### config.mk
export PLATFORM = sky130hd
export DESIGN_NAME = cp0_except_unit
export DESIGN_NICKNAME = d
export VERILOG_FILES = /design/src/rtl/cp0_except_unit.sv
export SDC_FILE = /design/constraint.sdc
export NUM_CORES = 1
export LEC_CHECK = 0
export BUFFER_PORTS_ARGS = -buffer_cell sky130_fd_sc_hd__clkbuf_2
export CORE_MARGIN = 1.5
export CORE_UTILIZATION = 35
export CTS_BUF_LIST = sky130_fd_sc_hd__clkbuf_4 sky130_fd_sc_hd__clkbuf_8
export CTS_CLUSTER_SIZE = 16
export DETAILED_ROUTE_END_ITERATION = 6
export GPL_TIMING_DRIVEN = 1
export PLACE_DENSITY = 0.67
export SETUP_SLACK_MARGIN = 0.05
export SLEW_MARGIN = 10
export SYNTH_ARGS = -nofsm -noshare
export SYNTH_HDL_FRONTEND = slang
export SYNTH_SLANG_ARGS = --single-unit
export TNS_END_PERCENT = 50
### constraint.sdc
create_clock -name clk -period 3.15 [get_ports clk]
set_clock_uncertainty 0.05 [all_clocks]
set_input_delay 0.315 -clock clk [delete_from_list [all_inputs] [get_ports clk]]
set_output_delay 0.315 -clock clk [all_outputs]
set_load 0.1 [all_outputs]
### src/rtl/cp0_except_unit.sv
// Coprocessor-0 register file and precise-exception resolver for the M stage.
// Holds Status/Cause/EPC/BadVAddr/Count/Compare and drives the pipeline flush and redirect PC.
module cp0_except_unit #(
  parameter logic [31:0] EXC_ENTRY  = 32'hBFC0_0380,
  parameter logic [31:0] STATUS_RST = 32'h0040_0000
) (
  input  logic        clk,
  input  logic        rst,
  input  logic [5:0]  ext_int,
  input  logic        instr_validM,
  input  logic [31:0] pcM,
  input  logic        is_dsM,
  input  logic [31:0] bad_addrM,
  input  logic        adel_ifM,
  input  logic        adelM,
  input  logic        adesM,
  input  logic        syscallM,
  input  logic        breakM,
  input  logic        invalidM,
  input  logic        overflowM,
  input  logic        eretM,
  input  logic        cp0_we,
  input  logic [4:0]  cp0_waddr,
  input  logic [31:0] cp0_wdata,
  input  logic [4:0]  cp0_raddr,
  output logic [31:0] cp0_rdata,
  output logic        flush_except,
  output logic [31:0] newpc,
  output logic [31:0] epc_o,
  output logic [31:0] status_o,
  output logic [31:0] cause_o,
  output logic        timer_int
);

  localparam logic [31:0] STATUS_WMASK = 32'h0000_FF03;

  localparam logic [4:0] EXC_INT  = 5'h00;
  localparam logic [4:0] EXC_ADEL = 5'h04;
  localparam logic [4:0] EXC_ADES = 5'h05;
  localparam logic [4:0] EXC_SYS  = 5'h08;
  localparam logic [4:0] EXC_BP   = 5'h09;
  localparam logic [4:0] EXC_RI   = 5'h0A;
  localparam logic [4:0] EXC_OV   = 5'h0C;

  localparam logic [4:0] R_BADVADDR = 5'd8;
  localparam logic [4:0] R_COUNT    = 5'd9;
  localparam logic [4:0] R_COMPARE  = 5'd11;
  localparam logic [4:0] R_STATUS   = 5'd12;
  localparam logic [4:0] R_CAUSE    = 5'd13;
  localparam logic [4:0] R_EPC      = 5'd14;

  typedef enum logic {S_RUN, S_HOLD} state_t;

  state_t      state_q, state_d;
  logic [31:0] badvaddr_q, badvaddr_d;
  logic [31:0] count_q, count_d;
  logic [31:0] compare_q, compare_d;
  logic [31:0] status_q, status_d;
  logic [31:0] cause_q, cause_d;
  logic [31:0] epc_q, epc_d;
  logic        tick_q, tick_d;

  logic        int_pend;
  logic        m_valid;
  logic        exc_take;
  logic        do_eret;
  logic [4:0]  exc_code;
  logic        set_bad;
  logic [31:0] bad_val;
  logic        ti_next;

  assign int_pend = status_q[0] & ~status_q[1] & (|(cause_q[15:8] & status_q[15:8]));
  assign m_valid  = instr_validM & (state_q == S_RUN);

  // Priority resolver; eret sits between Bp and the data-side address errors.
  always_comb begin
    exc_take = 1'b0;
    do_eret  = 1'b0;
    exc_code = '0;
    set_bad  = 1'b0;
    bad_val  = '0;
    if (m_valid) begin
      if (int_pend) begin
        exc_take = 1'b1;
        exc_code = EXC_INT;
      end else if (adel_ifM) begin
        exc_take = 1'b1;
        exc_code = EXC_ADEL;
        set_bad  = 1'b1;
        bad_val  = pcM;
      end else if (invalidM) begin
        exc_take = 1'b1;
        exc_code = EXC_RI;
      end else if (overflowM) begin
        exc_take = 1'b1;
        exc_code = EXC_OV;
      end else if (syscallM) begin
        exc_take = 1'b1;
        exc_code = EXC_SYS;
      end else if (breakM) begin
        exc_take = 1'b1;
        exc_code = EXC_BP;
      end else if (eretM) begin
        do_eret = 1'b1;
      end else if (adelM) begin
        exc_take = 1'b1;
        exc_code = EXC_ADEL;
        set_bad  = 1'b1;
        bad_val  = bad_addrM;
      end else if (adesM) begin
        exc_take = 1'b1;
        exc_code = EXC_ADES;
        set_bad  = 1'b1;
        bad_val  = bad_addrM;
      end
    end
  end

  always_comb begin
    flush_except = exc_take | do_eret;
    newpc        = '0;
    if (do_eret) begin
      newpc = epc_q;
    end else if (exc_take) begin
      newpc = EXC_ENTRY;
    end
  end

  always_comb begin
    state_d = S_RUN;
    case (state_q)
      S_RUN:   state_d = flush_except ? S_HOLD : S_RUN;
      S_HOLD:  state_d = S_RUN;
      default: state_d = S_RUN;
    endcase
  end

  // Register update: mtc0 first, then the exception overrides the fields it owns.
  always_comb begin
    badvaddr_d = badvaddr_q;
    count_d    = count_q + {31'b0, tick_q};
    compare_d  = compare_q;
    status_d   = status_q;
    cause_d    = cause_q;
    epc_d      = epc_q;
    tick_d     = ~tick_q;

    ti_next = cause_q[30];
    if ((count_q == compare_q) && (compare_q != '0)) begin
      ti_next = 1'b1;
    end

    if (cp0_we) begin
      case (cp0_waddr)
        R_BADVADDR: badvaddr_d = cp0_wdata;
        R_COUNT:    count_d    = cp0_wdata;
        R_COMPARE: begin
          compare_d = cp0_wdata;
          ti_next   = 1'b0;
        end
        R_STATUS:   status_d     = (status_q & ~STATUS_WMASK) | (cp0_wdata & STATUS_WMASK);
        R_CAUSE:    cause_d[9:8] = cp0_wdata[9:8];
        R_EPC:      epc_d        = cp0_wdata;
        default: ;
      endcase
    end

    cause_d[30]    = ti_next;
    cause_d[15:10] = {ext_int[5] | ti_next, ext_int[4:0]};

    if (exc_take) begin
      status_d[1]   = 1'b1;
      cause_d[6:2]  = exc_code;
      cause_d[31]   = is_dsM;
      epc_d         = is_dsM ? (pcM - 32'd4) : pcM;
      if (set_bad) begin
        badvaddr_d = bad_val;
      end
    end
    if (do_eret) begin
      status_d[1] = 1'b0;
    end
  end

  always_ff @(posedge clk or negedge rst) begin
    if (!rst) begin
      state_q    <= S_RUN;
      badvaddr_q <= '0;
      count_q    <= '0;
      compare_q  <= '0;
      status_q   <= STATUS_RST;
      cause_q    <= '0;
      epc_q      <= '0;
      tick_q     <= 1'b0;
    end else begin
      state_q    <= state_d;
      badvaddr_q <= badvaddr_d;
      count_q    <= count_d;
      compare_q  <= compare_d;
      status_q   <= status_d;
      cause_q    <= cause_d;
      epc_q      <= epc_d;
      tick_q     <= tick_d;
    end
  end

  always_comb begin
    cp0_rdata = '0;
    case (cp0_raddr)
      R_BADVADDR: cp0_rdata = badvaddr_q;
      R_COUNT:    cp0_rdata = count_q;
      R_COMPARE:  cp0_rdata = compare_q;
      R_STATUS:   cp0_rdata = status_q;
      R_CAUSE:    cp0_rdata = cause_q;
      R_EPC:      cp0_rdata = epc_q;
      default:    cp0_rdata = '0;
    endcase
  end

  assign epc_o     = epc_q;
  assign status_o  = status_q;
  assign cause_o   = cause_q;
  assign timer_int = cause_q[30];

endmodule

== After elaboration in Yosys (flattened, before gate mapping) ==
Index checks and enable logic that the tools add are counted.
Operators by class
  reductions and logical operators: 12
  mux-type cells: 67
  bitwise logic cells: 10
  equality and inequality tests: 13
  add/sub/neg operators: 2
Operators with widths (number)
  32-bit two-way mux: 22
  32-bit one-hot mux with 6 select lines: 1
  5-bit by 4-bit equality test with 1-bit output, second input constant: 12
  32-bit by 1-bit adder with 32-bit output: 1
  32-bit equality test: 1
  32-bit by 16-bit OR with 32-bit output: 1
  32-bit nonzero test: 1
  32-bit by 3-bit subtractor with 32-bit output, second input constant: 1
  1-bit two-way mux: 31
  4-bit two-way mux: 6
  2-bit AND reduction: 5
  3-bit two-way mux: 3
  8-bit AND: 1
  8-bit OR reduction: 1
  3-bit nonzero test: 2
  5-bit two-way mux: 1
  2-bit two-way mux: 2
  2-bit nonzero test: 2
  1-bit AND: 3
  1-bit inverter: 3
  1-bit OR: 2
  1-bit one-hot mux with 2 select lines: 1
  1-bit logical AND: 1
Word-level totals
  output and inout bits: 162
  bits in registers: 177
  logic and storage cells: 115

== Depth between registers and ports, before layout ==
Gate-level depths: netlist (run 1).
  depth in word-level cells: 13
  gate-level depth with buffers: 8
  mapped depth without buffers: 7

== Worst setup path after synthesis (run 1) ==
Ideal clock, no wire load.
  kind: register -> output
  start point: register epc_q[22] (netlist: epc_o[22])
  end point: output cp0_rdata[22]
  required time: 2785 ps
  data arrival time: 3447 ps
  buffers on the path: 0
  cell stages (with the launch flop): 5
  path slack: -662 ps
  cell sequence: dfrtp_1 -> nand2_1 -> a21oi_1 -> a21oi_1 -> nor3b_1
On the way
  cells in the longest elaborated chain, start to end: 1
RTL lines
  start: declaration: RTL line 60  | logic [31:0] epc_q, epc_d;
  start signal: assignment: RTL line 202  | epc_q <= epc_d;
  32-bit one-hot mux with 6 select lines: RTL line 209  | case (cp0_raddr)
  end: declaration: RTL line 26  | output logic [31:0] cp0_rdata,
No other way between the ends.

== Worst setup path in the final report (run 1) ==
  start point: register status_q[14] (netlist: status_o[14])
  end point: output newpc[24]
On the way
  cells in the longest elaborated chain, start to end: 7
RTL lines
  start: declaration: RTL line 58  | logic [31:0] status_q, status_d;
  start signal: assignment: RTL line 200  | status_q <= status_d;
  8-bit AND (*): RTL line 72  | assign int_pend = status_q[0] & ~status_q[1] & (|(cause_q[15:8] & status_q[15:8]));
  8-bit OR reduction (*): RTL line 72
  1-bit AND (*): RTL line 72
  1-bit two-way mux: RTL line 83  | if (int_pend) begin
  1-bit two-way mux: RTL line 82  | if (m_valid) begin
  32-bit two-way mux: RTL line 124  | end else if (exc_take) begin
  32-bit two-way mux (*): RTL line 122  | if (do_eret) begin
  end: declaration: RTL line 28  | output logic [31:0] newpc,
Every way passes the cells marked *; elsewhere a longest branch is shown, timed or not.

==> results of run 1 <==
power by group through the flow:
stage	sequential [mW]	clock, mW	combinational (mW)
detailed placement	3.00	0	2.87
global route	3.03	1.66	3.04
CTS	2.96	1.56	2.89
finish	2.97	1.55	2.89
global placement	2.99	0	2.84
floorplan	3.52	0	1.52
area by class of cell:
| cell class | count | area (um^2) | area share [%] |
|---|---|---|---|
| clock inverters | 15 | 166 | 1.34 |
| repair buffers | 283 | 2480 | 19.9 |
| multi-input cells | 746 | 5260 | 42.2 |
| clock buffers | 17 | 234 | 1.88 |
| inverters | 5 | 18.8 | 0.151 |
| well taps | 341 | 427 | 3.42 |
| flip-flops and latches | 154 | 3870 | 31.1 |
metrics by stage:
stage	setup slack (ns)	area, um^2
after global placement	0.564	12000
after CTS	0.139	12500
after detailed placement	0.530	12000
after floorplan	0.00945	9720
after global routing	0.0813	12500
final	0.156	12500
registers in the layout (all words and copies together) (netlist names):
name / flops
epc_o: 32
status_o: 10
count_q: 32
tick_q: 1
compare_q: 32
cause_o: 14
state_q: 1
badvaddr_q: 32
routing by layer:
layer	wire length [um]	global-route usage, %	up-vias
li1	-	-	4004
met1	13900	30.9	4410
met2	16300	40.1	455
met3	2610	4.80	66
met4	1150	9.74	2
met5	13	0	-
cell usage after synthesis (5+ instances only):
cell type | instances | area, um^2
dfrtp_1 | 154 | 3850
a21oi_1 | 86 | 430
a22oi_1 | 68 | 510
xor2_1 | 57 | 499
clkbuf_1 | 49 | 184
nand2_1 | 49 | 184
nor2_1 | 49 | 184
mux2_2 | 47 | 529
mux2i_1 | 43 | 430
buf_4 | 42 | 315
a221oi_1 | 32 | 280
xnor2_1 | 31 | 272
nor4_1 | 26 | 163
nor2b_1 | 25 | 156
nand3_1 | 24 | 120
a211oi_1 | 23 | 173
and2_1 | 21 | 131
buf_2 | 14 | 70.1
nand4_1 | 14 | 87.6
a21o_1 | 13 | 97.6
nor3_1 | 10 | 50.1
o21ai_0 | 9 | 45.0
and3_1 | 7 | 43.8
nand2b_1 | 7 | 43.8
a222oi_1 | 6 | 60.1
buf_1 | 6 | 22.5
nor4_2 | 6 | 75.1
inv_1 | 5 | 18.8
nand3b_1 | 5 | 37.5
or3_1 | 5 | 31.3
worst paths after layout:
kind	startpoint	endpoint	cells past startpoint
min	pcM[1]	epc_o[1]	3
max reg2reg	status_o[14]	epc_o[5]	7
max in group asynchronous	rst	badvaddr_q[15]	3
min reg2reg	tick_q	tick_q	1
max	status_o[14]	newpc[24]	6
min in group asynchronous	rst	badvaddr_q[0]	2
worst max-delay path, cell delays in order, from the launching register on:
cell and delay, ns:
dfrtp_2 0.44, a22oi_1 0.23, a41oi_1 0.15, buf_4 0.20, o41a_2 0.68, a21o_2 0.28
buf_12 0.16
logic make-up after synthesis:
kind of cell | Yosys count
simple gates | 269
compound gates | 256
flops | 154
buf+inv | 117
mux | 90
xor+xnor | 88
fa+ha+maj | 3
other cells | 2
timing repair:
item / CTS / global route
hold buffers: 6 / 0
endpoints found under the setup margin: 0 / 4
buffers inserted: 0 / 0
endpoints found under the hold margin: 66 / 0
resized for setup: 0 / 1
==> results.cfg, run 1 <==
[power_and_ir_drop]
peakVddDrop_v = 0.000300
p_clk_share_pct = 20.9
power_density_nw_per_um2 = 595
fin_total_pwr_mw = 7.41
p_sw_share_pct = 46.9
p_switching_mw = 3.48
intPower_mw = 3.93
p_comb_share_pct = 39.0
seqPwrFrac_pct = 40.1
leakage_nw = 5.51

[detailed_routing]
postRouteAntennaNets = 0
totalWireLength_um = 34000
vias = 8937
drt-initial-drc-count = 671
routed_via_density = 5.73
firstDrtPassIters = 5
drc = 0
avgRoutedWirePerCell_um = 21.8

[floorplanning]
io_pins = 287
die_w_um = 168
row_count = 60
core-area_um2 = 26900
die_area_um2 = 28200
start_util_pct = 35.5
die_h_um = 168

[timing]
min_period_over_period_pct = 95.0
tightest_slew_ns = 0.905
final.min_clock_period_ns = 2.99
clock.fmax_mhz = 334
whs_ns = 0.0477
relSlewSlack_pct = 39.7
tns_ns = 0
finalSetupViolCount = 0
rsz0062_at_grt = false
final-hold-violation-count = 0
drv_slew = 0

[synth]
synth_top_family_by_area = compound AO/OA/AOI/OAI gates
synth_edf_count = 0
synthesis.area_um2 = 9540
synthAdderAreaFrac_pct = 0.394
yosysWarnings = 0
synth-main-ff-cell = dfrtp_1
ys_seq_elements = 154
synth_mux_area_share_pct = 10.1
synth-xor-area-share_pct = 8.08
yosysSeqAreaShare_pct = 40.4
synth_cell_types = 60
synthCells = 979
synth_compound_area_share_pct = 18.5
async_flop_share_pct = 100
synth-simple-area-share_pct = 16.0
avgSynthCellArea_um2 = 9.74

[global_routing]
grt-ovfl-total = 0
antenna_found_initial = 1
grt_max_degree = 66
grt_usage_pct = 24.2
grt_first_pass_wirelength_um = 51900
first_global_vias = 8728

[critical_path]
worst_ep_required_time_ns = 2.78
endpoint_kind = output port
r2r_slack_ns = 0.64
critical_path_class = flop to output port
cp_max_fo = 15
crit_arrival_ns = 2.63
critPathLaunchType = flop

[layout]
final_cell_mix = 181 x clkbuf_2, 137 x dfrtp_1, 86 x a21oi_1, 68 x a22oi_1, 63 x buf_12
finalNonFillerCells = 1561
fin_nets = 1335
post_route_cells_drive_above_1_share_pct = 33.5
final_core_util_pct = 46.4
fillCellCount = 2560
layout_commonest_cell = clkbuf_2
area_growth_syn_to_layout_pct = 30.7
n_antenna_cell = 0

[clocking]
numCtsBuffers = 17
h-tree-depth = 4
tritoncts = yes
clkSlewWorstSetupHoldPaths_ns = 0.09
cts_buffer_depth = 2
worst_skew_pair.late_latency_ns = 0.47
cts_sinks = 154
clockRootBuffer = clkbuf_8

[hold_path]
hold_class = input port to flop

[placement]
port_buffers = 246
dp.cells = 1523
dpl.hpwl_um = 25800
place_congestion = 0.900

[status]
status = completed

[run]
maxCapViolCount = 0
Power figures use the tool's default switching activity.
==> run 2, diff against run 1 <==
ABC_AREA = 1   (was unset)
PLACE_DENSITY = 0.66   (was 0.67)
==> results.cfg, run 2 <==
[status]
status = completed

[layout]
final_core_util_pct = 44.7
area_growth_syn_to_layout_pct = 25.1
final_cell_mix = 502 x nand2_1, 205 x inv_1, 185 x clkbuf_2, 156 x o21ai_0, 151 x nor2_1
post_route_cells_drive_above_1_share_pct = 19.2
layout_commonest_cell = nand2_1
fin_nets = 1960
postLayoutCellArea_um2 = 13300
finalNonFillerCells = 2240

[synth]
synth_cell_types = 40
yosysWarnings = 0
yosysTopAreaCellShare_pct = 36.2
synthCells = 1611
ys_seq_elements = 154
synth-main-ff-cell = dfrtp_1
synth_edf_count = 0
async_flop_share_pct = 100
synthesis.area_um2 = 10600
yosysSeqAreaShare_pct = 36.2
synthTopCellsByArea = dfrtp_1 36%, nand2_1 18%, o21ai_0 7.3%
synthMostInstantiatedCell = nand2_1
synthTopCellsByCount = 503 x nand2_1, 206 x inv_1, 160 x nor2_1, 156 x o21ai_0, 154 x dfrtp_1
avgSynthCellArea_um2 = 6.60
synth_top_cell_by_area = dfrtp_1

[clocking]
clockRootBuffer = clkbuf_8
worst_skew_pair.late_latency_ns = 0.48
numCtsBuffers = 17
clkSlewWorstSetupHoldPaths_ns = 0.10
tritoncts = yes
cts_buffer_depth = 2
h-tree-depth = 4
cts_sinks = 154

[critical_path]
crit_buf_inv = 3
r2r_slack_ns = 0.37
cp_max_fo = 8
cp_common_cell = nand2_1
critical_path_class = flop to output port
worst_ep_required_time_ns = 2.78
crit_arrival_ns = 2.64
crit_family = simple AND/OR/NAND/NOR gates
endpoint_kind = output port
critPathLaunchType = flop
path_cells = nand2_1, nand2_1, nor2_1, nand2_1, nand2_1, nand3_2, nand2_4, clkinvlp_4, buf_8, a21oi_2, buf_12
slowest_stage = dfrtp_2
slowest_delay_ns = 0.43

[floorplanning]
start_util_pct = 35.7
io_pins = 287
die_area_um2 = 31400
row_count = 63
core-area_um2 = 29800
die_h_um = 177
die_w_um = 177

[timing]
relSlewSlack_pct = 43.8
tightest_slew_ns = 0.842
clock.fmax_mhz = 333
final-hold-violation-count = 0
timing.final.ws_setup_ns = 0.148
drv_slew = 0
finalSetupViolCount = 0
min_period_over_period_pct = 95.3
final.min_clock_period_ns = 3.00
rsz0062_at_grt = true

[power_and_ir_drop]
intPower_mw = 3.86
p_switching_mw = 3.69
leakage_nw = 6.86
p_clk_share_pct = 22.5
peakVddDrop_v = 0.000269
seqPwrFrac_pct = 38.0
p_sw_share_pct = 48.9
p_comb_share_pct = 39.4
power_density_nw_per_um2 = 568

[detailed_routing]
totalWireLength_um = 44400
routed_via_density = 5.16
postRouteAntennaNets = 0
vias = 11600
drc = 0
firstDrtPassIters = 6
drt-initial-drc-count = 1341
avgRoutedWirePerCell_um = 19.8

[placement]
pre_cts_slack_ns = 0.255
dp.cells = 2196
place_congestion = 0.938
port_buffers = 246
dpl.hpwl_um = 35000
placed_area_um2 = 12800

[global_routing]
antenna_found_initial = 5
grt_usage_pct = 28.4
grt-ovfl-total = 0
grt_max_degree = 88
grt_first_pass_wirelength_um = 66200
first_global_vias = 10900

[hold_path]
hold_class = input port to flop

[run]
maxCapViolCount = 0
## run 2: changes by cell type in the layout (fill, tap and decap cells not counted), moves of 25 or more
cell	change
nand2_1	+454
inv_1	+200
o21ai_0	+147
nor2_1	+104
a21oi_1	-72
nand3_1	+70
a22oi_1	-54
mux2_2	-47
mux2i_1	-43
o22ai_1	+29
buf_12	-26
nor2b_1	-25
nor4_1	-25
## run 2: cell type report
type,instances,area (um^2)
sequential,154,3870
fill,3137,16500
clock inverter,15,200
antenna,5,12.5
inverter,213,803
clock buffer,17,234
multi-input combinational,1175,5640
timing repair buffer,271,2060
tap,390,488
## run 2: timing repair
action / in CTS / in global routing
gates resized for setup: 0 / 4
hold endpoints to repair: 90 / 0
endpoints found under the setup margin: 0 / 40
buffers inserted: 0 / 0
hold buffers: 6 / 0
## run 2: tightest hold or removal path: cells and delay by family
kind	cells	cell delay (ns)
buffers and inverters	1	0.10
AND/OR/NAND/NOR	2	0.10
## run 2: cell families after synthesis
family / after synthesis / share of synthesized area (%)
and+or+nand+nor: 822 / 31.9
xor gates and xnor gates: 52 / 4.28
buffers and inverters: 321 / 13.3
adders and majority gates: 3 / 0.353
DFF: 154 / 36.2
other: 2 / 0.0706
AOI/OAI and AO/OA: 257 / 13.9
## run 2: worst paths after layout
| path | startpoint | endpoint | cells after the start |
|---|---|---|---|
| setup / recovery | status_o[15] | newpc[23] | 11 |
| max in group asynchronous | rst | status_o[15] | 3 |
| hold reg to reg | tick_q | tick_q | 1 |
| hold / removal | cp0_wdata[23] | count_q[23] | 3 |
| min in group asynchronous | rst | badvaddr_q[10] | 2 |
| setup reg to reg | status_o[15] | epc_o[11] | 12 |
## run 2: routing by layer
layer / up-vias / global-route usage [%] / wire [um]
met4: 0 / 10.3 / 1150
li1: 5485 / - / -
met2: 656 / 42.9 / 19800
met3: 67 / 4.91 / 4220
met5: - / 0 / 0
met1: 5342 / 40.4 / 19200
## run 2: through the flow
stage	TNS, ns	hold slack (ns)	power, mW
6_report	0	0.0204	7.56
5_1_grt	0	0.0277	7.92
4_1_cts	0	0.00502	7.52
3_5_place_dp	0	0.370	5.83
3_3_place_gp	0	0.365	5.81
2_1_floorplan	-4.40	-0.0306	5.01
## run 2: power groups by stage
stage | logic (mW) | registers (mW) | clock network [mW]
floorplan | 1.57 | 3.44 | 0
global placement | 2.93 | 2.88 | 0
detailed placement | 2.95 | 2.89 | 0
CTS | 2.96 | 2.85 | 1.71
global route | 3.20 | 2.92 | 1.80
finish | 2.98 | 2.87 | 1.70
